$ cat src/rtl/pcm_pkg.sv
// Shared constants and helpers for the PCM TDOA collector slice.
// FSM state codes are plain localparams so legacy blocks can share them.
package pcm_pkg;

  localparam int TW_DEFAULT = 32;

  typedef logic [2:0] state_t;

  localparam state_t ST_IDLE    = 3'd0;
  localparam state_t ST_ARMED   = 3'd1;
  localparam state_t ST_COLLECT = 3'd2;
  localparam state_t ST_COMPUTE = 3'd3;
  localparam state_t ST_REPORT  = 3'd4;
  localparam state_t ST_HOLDOFF = 3'd5;

  // Clamp a modular time difference to the largest value a dw-bit delta can hold.
  function automatic logic [63:0] sat_delta(input logic [63:0] diff, input int unsigned dw);
    logic [63:0] max_val;
    max_val = (64'd1 << dw) - 64'd1;
    return (diff > max_val) ? max_val : diff;
  endfunction

endpackage

$ cat src/rtl/pcm_priority_encoder.sv
// Lowest-index-wins priority encoder used to pick the earliest detector channel.
module pcm_priority_encoder #(
  parameter int N = 4
) (
  input  logic [N-1:0] req_i,
  output logic [2:0]   idx_o,
  output logic         any_o
);

  always_comb begin
    // NOTE: default assignment first so no path leaves idx_o unassigned (no latch).
    idx_o = 3'd0;
    for (int i = N - 1; i >= 0; i--) begin
      if (req_i[i]) idx_o = 3'(i);
    end
  end

  assign any_o = |req_i;

endmodule

$ cat src/rtl/pcm_tdoa_collector.sv
// Collects NUM_CH peak-detector triggers into one TDOA event with a valid/ack
// handshake, owns the shared sample counter and the detectors' common reset.
module pcm_tdoa_collector
  import pcm_pkg::*;
#(
  parameter int NUM_CH  = 4,
  parameter int TW      = TW_DEFAULT,
  parameter int DW      = 16,
  parameter int TIMEOUT = 4800,
  parameter int HOLDOFF = 2400
) (
  input  logic                 pcm_clk,
  input  logic                 reset,
  input  logic                 arm,
  input  logic [NUM_CH-1:0]    triggered,
  input  logic [NUM_CH*TW-1:0] triggered_time,
  output logic [TW-1:0]        sample_counter,
  output logic                 det_reset,
  output logic                 result_valid,
  input  logic                 result_ack,
  output logic [2:0]           first_ch,
  output logic [TW-1:0]        first_time,
  output logic [NUM_CH*DW-1:0] delta,
  output logic [NUM_CH-1:0]    missing
);

  localparam int TMAX = (TIMEOUT > HOLDOFF) ? TIMEOUT : HOLDOFF;
  localparam int CW   = $clog2(TMAX + 1);

  state_t              state_q, state_d;
  logic [TW-1:0]       cnt_q, cnt_d;
  logic [CW-1:0]       timer_q, timer_d;
  logic                det_reset_q, det_reset_d;
  logic                valid_q, valid_d;
  logic [2:0]          first_ch_q, first_ch_d;
  logic [TW-1:0]       first_time_q, first_time_d;
  logic [NUM_CH*DW-1:0] delta_q, delta_d;
  logic [NUM_CH-1:0]   missing_q, missing_d;

  // Event data captured while collecting; published only at COMPUTE so the
  // reported outputs stay put until the next event is complete.
  logic [2:0]          ch_pend_q, ch_pend_d;
  logic [TW-1:0]       time_pend_q, time_pend_d;
  logic [NUM_CH-1:0]   miss_pend_q, miss_pend_d;

  logic [2:0]          pe_idx;
  logic                pe_any;
  logic [TW-1:0]       first_sel;
  logic [NUM_CH*DW-1:0] delta_calc;

  pcm_priority_encoder #(.N(NUM_CH)) u_first_pe (
    .req_i (triggered),
    .idx_o (pe_idx),
    .any_o (pe_any)
  );

  always_comb begin
    first_sel = '0;
    for (int i = 0; i < NUM_CH; i++) begin
      if (pe_idx == 3'(i)) first_sel = triggered_time[i*TW +: TW];
    end
  end

  // Modular subtraction keeps deltas correct across the sample_counter wrap.
  for (genvar g = 0; g < NUM_CH; g++) begin : g_delta
    logic [TW-1:0] diff;
    assign diff = triggered_time[g*TW +: TW] - time_pend_q;
    assign delta_calc[g*DW +: DW] = miss_pend_q[g] ? {DW{1'b1}}
                                                   : DW'(sat_delta(64'(diff), DW));
  end

  always_comb begin
    state_d      = state_q;
    cnt_d        = cnt_q + 1'b1;
    timer_d      = timer_q;
    valid_d      = valid_q;
    first_ch_d   = first_ch_q;
    first_time_d = first_time_q;
    delta_d      = delta_q;
    missing_d    = missing_q;
    ch_pend_d    = ch_pend_q;
    time_pend_d  = time_pend_q;
    miss_pend_d  = miss_pend_q;

    case (state_q)
      ST_IDLE: begin
        if (arm) state_d = ST_ARMED;
      end
      ST_ARMED: begin
        if (pe_any) begin
          ch_pend_d   = pe_idx;
          time_pend_d = first_sel;
          timer_d     = '0;
          state_d     = ST_COLLECT;
        end else if (!arm) begin
          state_d = ST_IDLE;
        end
      end
      ST_COLLECT: begin
        timer_d = timer_q + 1'b1;
        if (&triggered) begin
          miss_pend_d = '0;
          state_d     = ST_COMPUTE;
        end else if (timer_q == CW'(TIMEOUT - 1)) begin
          miss_pend_d = ~triggered;
          state_d     = ST_COMPUTE;
        end
      end
      ST_COMPUTE: begin
        first_ch_d   = ch_pend_q;
        first_time_d = time_pend_q;
        delta_d      = delta_calc;
        missing_d    = miss_pend_q;
        valid_d      = 1'b1;
        state_d      = ST_REPORT;
      end
      ST_REPORT: begin
        if (result_ack) begin
          valid_d = 1'b0;
          timer_d = '0;
          state_d = ST_HOLDOFF;
        end
      end
      ST_HOLDOFF: begin
        timer_d = timer_q + 1'b1;
        if (timer_q == CW'(HOLDOFF - 1)) state_d = arm ? ST_ARMED : ST_IDLE;
      end
      default: state_d = ST_IDLE;
    endcase

    // Derived from the next state so det_reset leaves a flop, never from inputs.
    det_reset_d = (state_d == ST_IDLE) || (state_d == ST_HOLDOFF);
  end

  always_ff @(posedge pcm_clk) begin
    // NOTE: non-blocking assignments for all state so every flop samples pre-edge values.
    if (reset) begin
      state_q      <= ST_IDLE;
      cnt_q        <= '0;
      timer_q      <= '0;
      det_reset_q  <= 1'b1;
      valid_q      <= 1'b0;
      first_ch_q   <= '0;
      first_time_q <= '0;
      delta_q      <= '0;
      missing_q    <= '0;
      ch_pend_q    <= '0;
      time_pend_q  <= '0;
      miss_pend_q  <= '0;
    end else begin
      state_q      <= state_d;
      cnt_q        <= cnt_d;
      timer_q      <= timer_d;
      det_reset_q  <= det_reset_d;
      valid_q      <= valid_d;
      first_ch_q   <= first_ch_d;
      first_time_q <= first_time_d;
      delta_q      <= delta_d;
      missing_q    <= missing_d;
      ch_pend_q    <= ch_pend_d;
      time_pend_q  <= time_pend_d;
      miss_pend_q  <= miss_pend_d;
    end
  end

  assign sample_counter = cnt_q;
  assign det_reset      = det_reset_q;
  assign result_valid   = valid_q;
  assign first_ch       = first_ch_q;
  assign first_time     = first_time_q;
  assign delta          = delta_q;
  assign missing        = missing_q;

endmodule

$ cat config.mk
export PLATFORM = sky130hd
export DESIGN_NAME = pcm_tdoa_collector
export DESIGN_NICKNAME = d
export VERILOG_FILES = /design/src/rtl/pcm_pkg.sv /design/src/rtl/pcm_priority_encoder.sv /design/src/rtl/pcm_tdoa_collector.sv
export SDC_FILE = /design/constraint.sdc
export NUM_CORES = 1
export LEC_CHECK = 0
export ABC_CLOCK_PERIOD_IN_PS = 3190
export BUFFER_PORTS_ARGS = -buffer_cell sky130_fd_sc_hd__buf_2
export CAP_MARGIN = 20
export CORE_MARGIN = 3
export CORE_UTILIZATION = 45
export CTS_CLUSTER_SIZE = 8
export DETAILED_ROUTE_END_ITERATION = 6
export GPL_ROUTABILITY_DRIVEN = 1
export PLACE_DENSITY = 0.78
export SKIP_LAST_GASP = 1
export SYNTH_ARGS = -nofsm -noshare
export SYNTH_HDL_FRONTEND = slang
export SYNTH_SLANG_ARGS = --single-unit
$ cat constraint.sdc
create_clock -name pcm_clk -period 3.19 [get_ports pcm_clk]
set_input_delay 0.319 -clock pcm_clk [delete_from_list [all_inputs] [get_ports pcm_clk]]
set_output_delay 0.319 -clock pcm_clk [all_outputs]
set_load 0.02 [all_outputs]
* After elaboration in Yosys (flattened, before gate mapping)
Cells that the tools add are included.
Operators by class: magnitude comparators 4, multipliers 0, reduce and logical (&&, ||, !) cells 14, divide/modulo/power cells 0, shifts and indexed selects 0, bitwise logic cells 1, muxes and demuxes 32, add/subtract/negate cells 6, equality and inequality tests 13
Operator list (count):
- 32-bit by 16-bit > comparator with 1-bit output, second input constant | 4
- 16-bit two-way mux | 8
- 32-bit two-way mux | 4
- 32-bit subtractor | 4
- 13-bit case mux with 3 select lines | 1
- 32-bit by 1-bit adder with 32-bit output, second input constant | 1
- 13-bit two-way mux | 2
- 3-bit two-way mux | 7
- 3-bit case mux with 6 select lines | 1
- 13-bit by 1-bit adder with 13-bit output, second input constant | 1
- 13-bit by 12-bit equality test with 1-bit output, second input constant | 1
- 13-bit equality test, second input constant | 1
- 3-bit by 2-bit equality test with 1-bit output, second input constant | 4
- 3-bit equality test, second input constant | 3
- 3-bit zero test | 3
- 2-bit two-way mux | 4
- 4-bit two-way mux | 2
- 3-bit by 1-bit equality test with 1-bit output, second input constant | 2
- 2-bit AND reduction | 3
- 2-bit != test, second input constant | 2
- 4-bit inverter | 1
- 4-bit AND reduction | 1
- 2-bit nonzero test | 2
- 4-bit OR reduction | 1
- other kinds (6) | 7
Storage, ports and cells: memories kept 0, bits of input ports 136, bits in read-only memories 0, output and inout bits 137, register bits after elaboration 192, bits in latches 0, logic and storage cells 82, bits in writable memories 0

* Longest topological paths before layout
word-level depth 9, depth in mapped cells 14, mapped depth without buffers 12

* Cells and area by module
Synthesis repeated with hierarchy kept, for this count alone.
Unflattened totals: cells, all modules 1958, area total of the unflattened synthesis 15264.6 sq um
By module, submodules not included:
- pcm_tdoa_collector | area an instance 15218.3 sq um, cells an instance 1949, instances 1, sequential area each 3843.7 sq um
- pcm_priority_encoder | area an instance 46.3 sq um, cells an instance 9, instances 1, sequential area each 0.0 sq um

* Least setup slack after synthesis
OpenSTA, ideal clock, no wires.
path kind input to register, start in triggered_time[32], end reg delta_q[21] (netlist: delta[21]), data arrival time 3.180 ns, slack -0.124 ns, setup time 0.134 ns, stages 13, path through inv_1 > ha_1 > fa_1 > and2b_2 > o2111ai_4 > a2111oi_4 > nor3_1 > or4_1 > a22oi_1 > nand4_1 > nor4_4 > buf_6 > a211oi_1
On the way: word-level cells in the longest chain between the ends 4
Ends and longest elaborated chain:
- start: declaration | RTL line pcm_tdoa_collector.sv:16 | input logic [NUM_CH*TW-1:0] triggered_time,
- 32-bit subtractor * | RTL line pcm_tdoa_collector.sv:67 | assign diff = triggered_time[g*TW +: TW] - time_pend_q;
- 32-bit by 16-bit > comparator with 1-bit output | RTL line pcm_pkg.sv:20 | return (diff > max_val) ? max_val : diff;
- 16-bit two-way mux * | RTL line pcm_pkg.sv:20
- 16-bit two-way mux * | RTL line pcm_tdoa_collector.sv:68 | assign delta_calc[g*DW +: DW] = miss_pend_q[g] ? {DW{1'b1}}
- end signal: assignment | RTL line pcm_tdoa_collector.sv:158 | delta_q <= delta_d;
- end: declaration | RTL line pcm_tdoa_collector.sv:37 | logic [NUM_CH*DW-1:0] delta_q, delta_d;
Every way passes the cells marked *; elsewhere a longest branch is shown, timed or not. A chain may end at the register's enable or synchronous reset.

* Final worst setup path
start reg time_pend_q[1], end reg delta_q[48] (netlist: delta[48])
On the way: word-level cells in the longest chain between the ends 4
Ends and longest elaborated chain:
- start: declaration | RTL line pcm_tdoa_collector.sv:43 | logic [TW-1:0] time_pend_q, time_pend_d;
- start signal: assignment | RTL line pcm_tdoa_collector.sv:161 | time_pend_q <= time_pend_d;
- 32-bit subtractor | RTL line pcm_tdoa_collector.sv:67
- 32-bit by 16-bit > comparator with 1-bit output | RTL line pcm_pkg.sv:20
- 16-bit two-way mux | RTL line pcm_pkg.sv:20
- 16-bit two-way mux | RTL line pcm_tdoa_collector.sv:68
No other way between the ends.

==> results_dict.tcl <==
set metrics [dict create \
    grt_overflow 0 \
    n_fill_cell 2888 \
    async_reset_ff_frac 0 \
    hold_violations 0 \
    yosysWarnings 0 \
    hold_class "input port to flip-flop" \
    combPwrFrac 0.462 \
    fin_crit_ns 3.32 \
    cts_max_level 4 \
    syn_avg_cell_area_um2 7.72 \
    netSwitchingPower_mw 3.60 \
    power_density_nw_per_um2 425 \
    synth_area_um2 15400 \
    cts_max_path_buffers 2 \
    fp-row-count 67 \
    violations "negative setup slack" \
    synth-edff-count 0 \
    r2r_slack_ns -0.13 \
    io_pins 273 \
    die_area_um2 36400 \
    yosys.area.top_type "dfxtp_1" \
    timing.fmax_ghz 0.301 \
    slew_headroom 0.369 \
    ir_drop_mv 0.465 \
    grt_max_degree 84 \
    grt_pass1_vias 16198 \
    crit_path_max_incr_delay_ns 0.41 \
    yosysSeqAreaShare 0.248 \
    pwr-share-clk 0.256 \
    power_frac_seq 0.282 \
    cpMostUsedCell "buf_6" \
    critPathBufInv 6 \
    placed_cell_area_um2 18700 \
    synth_nets 2257 \
    worstSetupPathType "flip-flop to flip-flop" \
    cts_tree "done" \
    core-area_um2 33600 \
    worstPathArrival_ns 3.64 \
    synth_top_area_share 0.248 \
    clkTransAtPathRegs_ns 0.08 \
    wire_per_inst_um 21.3 \
    p_sw_frac 0.405 \
    tightest_slew_ns 0.947 \
    synth_seq_cells 190 \
    p_leak_nw 8.82 \
    final_util 0.623 \
    synth.top_cells.by_area "dfxtp_1 (25%), ha_1 (10%), a21oi_1 (7.0%), nand2_1 (5.3%), nor2_1 (4.0%)" \
    cp_slowest_cell "a211o_4" \
    startpoint_type "flip-flop" \
    firstDrtPassIters 7 \
    dp_hpwl_um 46300 \
    initial_core_util 0.457 \
    p_int_mw 5.30 \
    synth_most_common_cell "nand2_1" \
    slew_violations 0 \
    ant_nets 0 \
    die_y_um 191 \
    netlist_instances 1991 \
    required_ns 3.51 \
    via_per_inst 6.16 \
    cp-end-kind "flip-flop" \
    final_area_um2 20900 \
    cts_root_buf "clkbuf_16" \
    fin_worst_hold_slack_ns 0.167 \
    rsz0062_at_grt "true" \
    drc_errors 0 \
    num-nets-final 2708 \
    cts_sinks 190 \
    crit_family "compound AO/OA/AOI/OAI gates" \
    status "finished with violations" \
    drtIter0Drc 1846 \
    antenna_found_initial 4 \
    synthFlopType "dfxtp_1" \
    total_power_mw 8.89 \
    finalSetupViolations 58 \
    cts_made_buffers 17 \
    gp_congestion 0.969 \
    ys_types 89 \
    drt-total-wl_um 62000 \
    portBuffers 271 \
    post-route-period-util 1.04 \
    cap_violations 0 \
    vias 17896 \
    cp_cell_sequence "inv_6 > buf_6 > ha_4 > nor2b_4 > o2111ai_2 > a211o_4 > buf_6 > a21o_1 > a31oi_2 > buf_4 > buf_6 > o211ai_1 > a31oi_1 > xnor2_2 > clkbuf_16 > a31oi_1" \
    setup_slack_ns -0.129 \
    areaGrowthSynthToFinish_pct 36.3 \
    grt_usage 0.310 \
    synth_commonest_cells "nand2_1 (218), a21oi_1 (214), dfxtp_1 (190)" \
    clock_latency_ns 0.46 \
    crit_fanout 8 \
    clock_skew_ns 0.0167 \
    grt_pass1_wl_um 89500 \
    die_width_um 191 \
    final_layout_size_suffix_gt1_frac 0.327 \
]
[sequential cells by signal, indices dropped and copies added (netlist names)]
signal,flops
missing,4
delta,64
result_valid,1
state_q,3
ch_pend_q,2
det_reset,1
miss_pend_q,4
sample_counter,32
first_time,32
first_ch,2
time_pend_q,32
timer_q,13
[cell type report]
cell class / count / area [um2] / share of cell area
multi-input combinational: 1612 / 12000 / 0.574
inverter: 77 / 312 / 0.0149
antenna: 4 / 10.0 / 0.000478
clock buffer: 18 / 439 / 0.0210
timing repair buffer: 544 / 3620 / 0.173
tap: 448 / 561 / 0.0268
clock inverter: 14 / 161 / 0.00771
sequential: 190 / 3820 / 0.182
[metal layers]
layer	vias up	track usage	wire, um
li1	8326	-	-
met1	8430	0.421	25900
met2	961	0.493	27800
met3	179	0.0382	5140
met4	0	0.139	3240
met5	-	0	0
[worst paths after layout]
| check | start | endpoint | depth (start not counted) |
|---|---|---|---|
| worst max-delay path | time_pend_q[1]$_SDFFE_PP0P_ | delta[48]$_SDFFE_PP0P_ | 16 |
| worst min-delay path | triggered[3] | miss_pend_q[3]$_SDFFE_PP0P_ | 2 |
| worst max register to register | time_pend_q[1]$_SDFFE_PP0P_ | delta[48]$_SDFFE_PP0P_ | 16 |
| worst min register to register | first_time[16]$_SDFFE_PP0P_ | first_time[16]$_SDFFE_PP0P_ | 2 |
[what timing repair did]
action	4_1_cts	5_1_grt
cloned	2	2
pin swaps	20	65
setup buffers	3	22
gates resized for setup	75	194
hold buffers	0	0
setup endpoints to repair	64	64
[cell families (layout without fill, tap and decap cells)]
| family | after synthesis | in the layout | share of synthesized area |
|---|---|---|---|
| xor gates and xnor gates | 123 | 123 | 0.0701 |
| DFF | 190 | 190 | 0.248 |
| and+or+nand+nor | 636 | 636 | 0.196 |
| adders and majority gates | 130 | 130 | 0.108 |
| AOI/OAI and AO/OA | 708 | 708 | 0.314 |
| buffers and inverters | 189 | 653 | 0.0556 |
| muxes | 14 | 14 | 0.00953 |
| other | 1 | 5 | 0.000244 |
[metrics by stage]
stage	cells	worst slack [ns]	setup TNS, ns
after floorplan	1991	-0.0635	-0.622
final	2907	-0.129	-4.35
after CTS	2880	-0.0800	-1.98
after detailed placement	2843	-0.316	-13.11
after global placement	2843	-0.301	-10.20
after global routing	2907	-0.233	-9.68
[power by group through the flow]
stage | registers (mW) | clock network [mW] | logic (mW)
after CTS | 2.50 | 2.28 | 3.61
after floorplan | 2.58 | 0 | 2.17
after detailed placement | 2.55 | 0 | 3.49
after global routing | 2.52 | 2.38 | 4.41
final | 2.51 | 2.28 | 4.11
after global placement | 2.55 | 0 | 3.45
[layout by cell type, fill, tap and decap left out, types with 10 or more instances in the layout]
cell type  instances
o21ai_0           73
o21ai_1           10
ha_1              83
buf_4            252
inv_1             58
buf_2            270
ha_4              32
dfxtp_1          181
nand3_1           53
a222oi_1          29
o21bai_1          50
buf_6             11
a221oi_1          39
nand4_1           36
clkbuf_16         20
a31oi_1           38
xnor2_1           53
a31oi_4           10
a211oi_2          18
a211oi_1          22
o21a_1            22
o211ai_1          20
or3_1             12
nand2_1          216
a21o_1            44
ha_2              11
nand2b_1          24
and3_1            20
inv_2             13
a21oi_2           21
nor3_1            27
a21oi_1          192
mux2i_1           12
xor2_1            68
nor2_1           160
No activity file was read; power rests on OpenSTA's default activity.
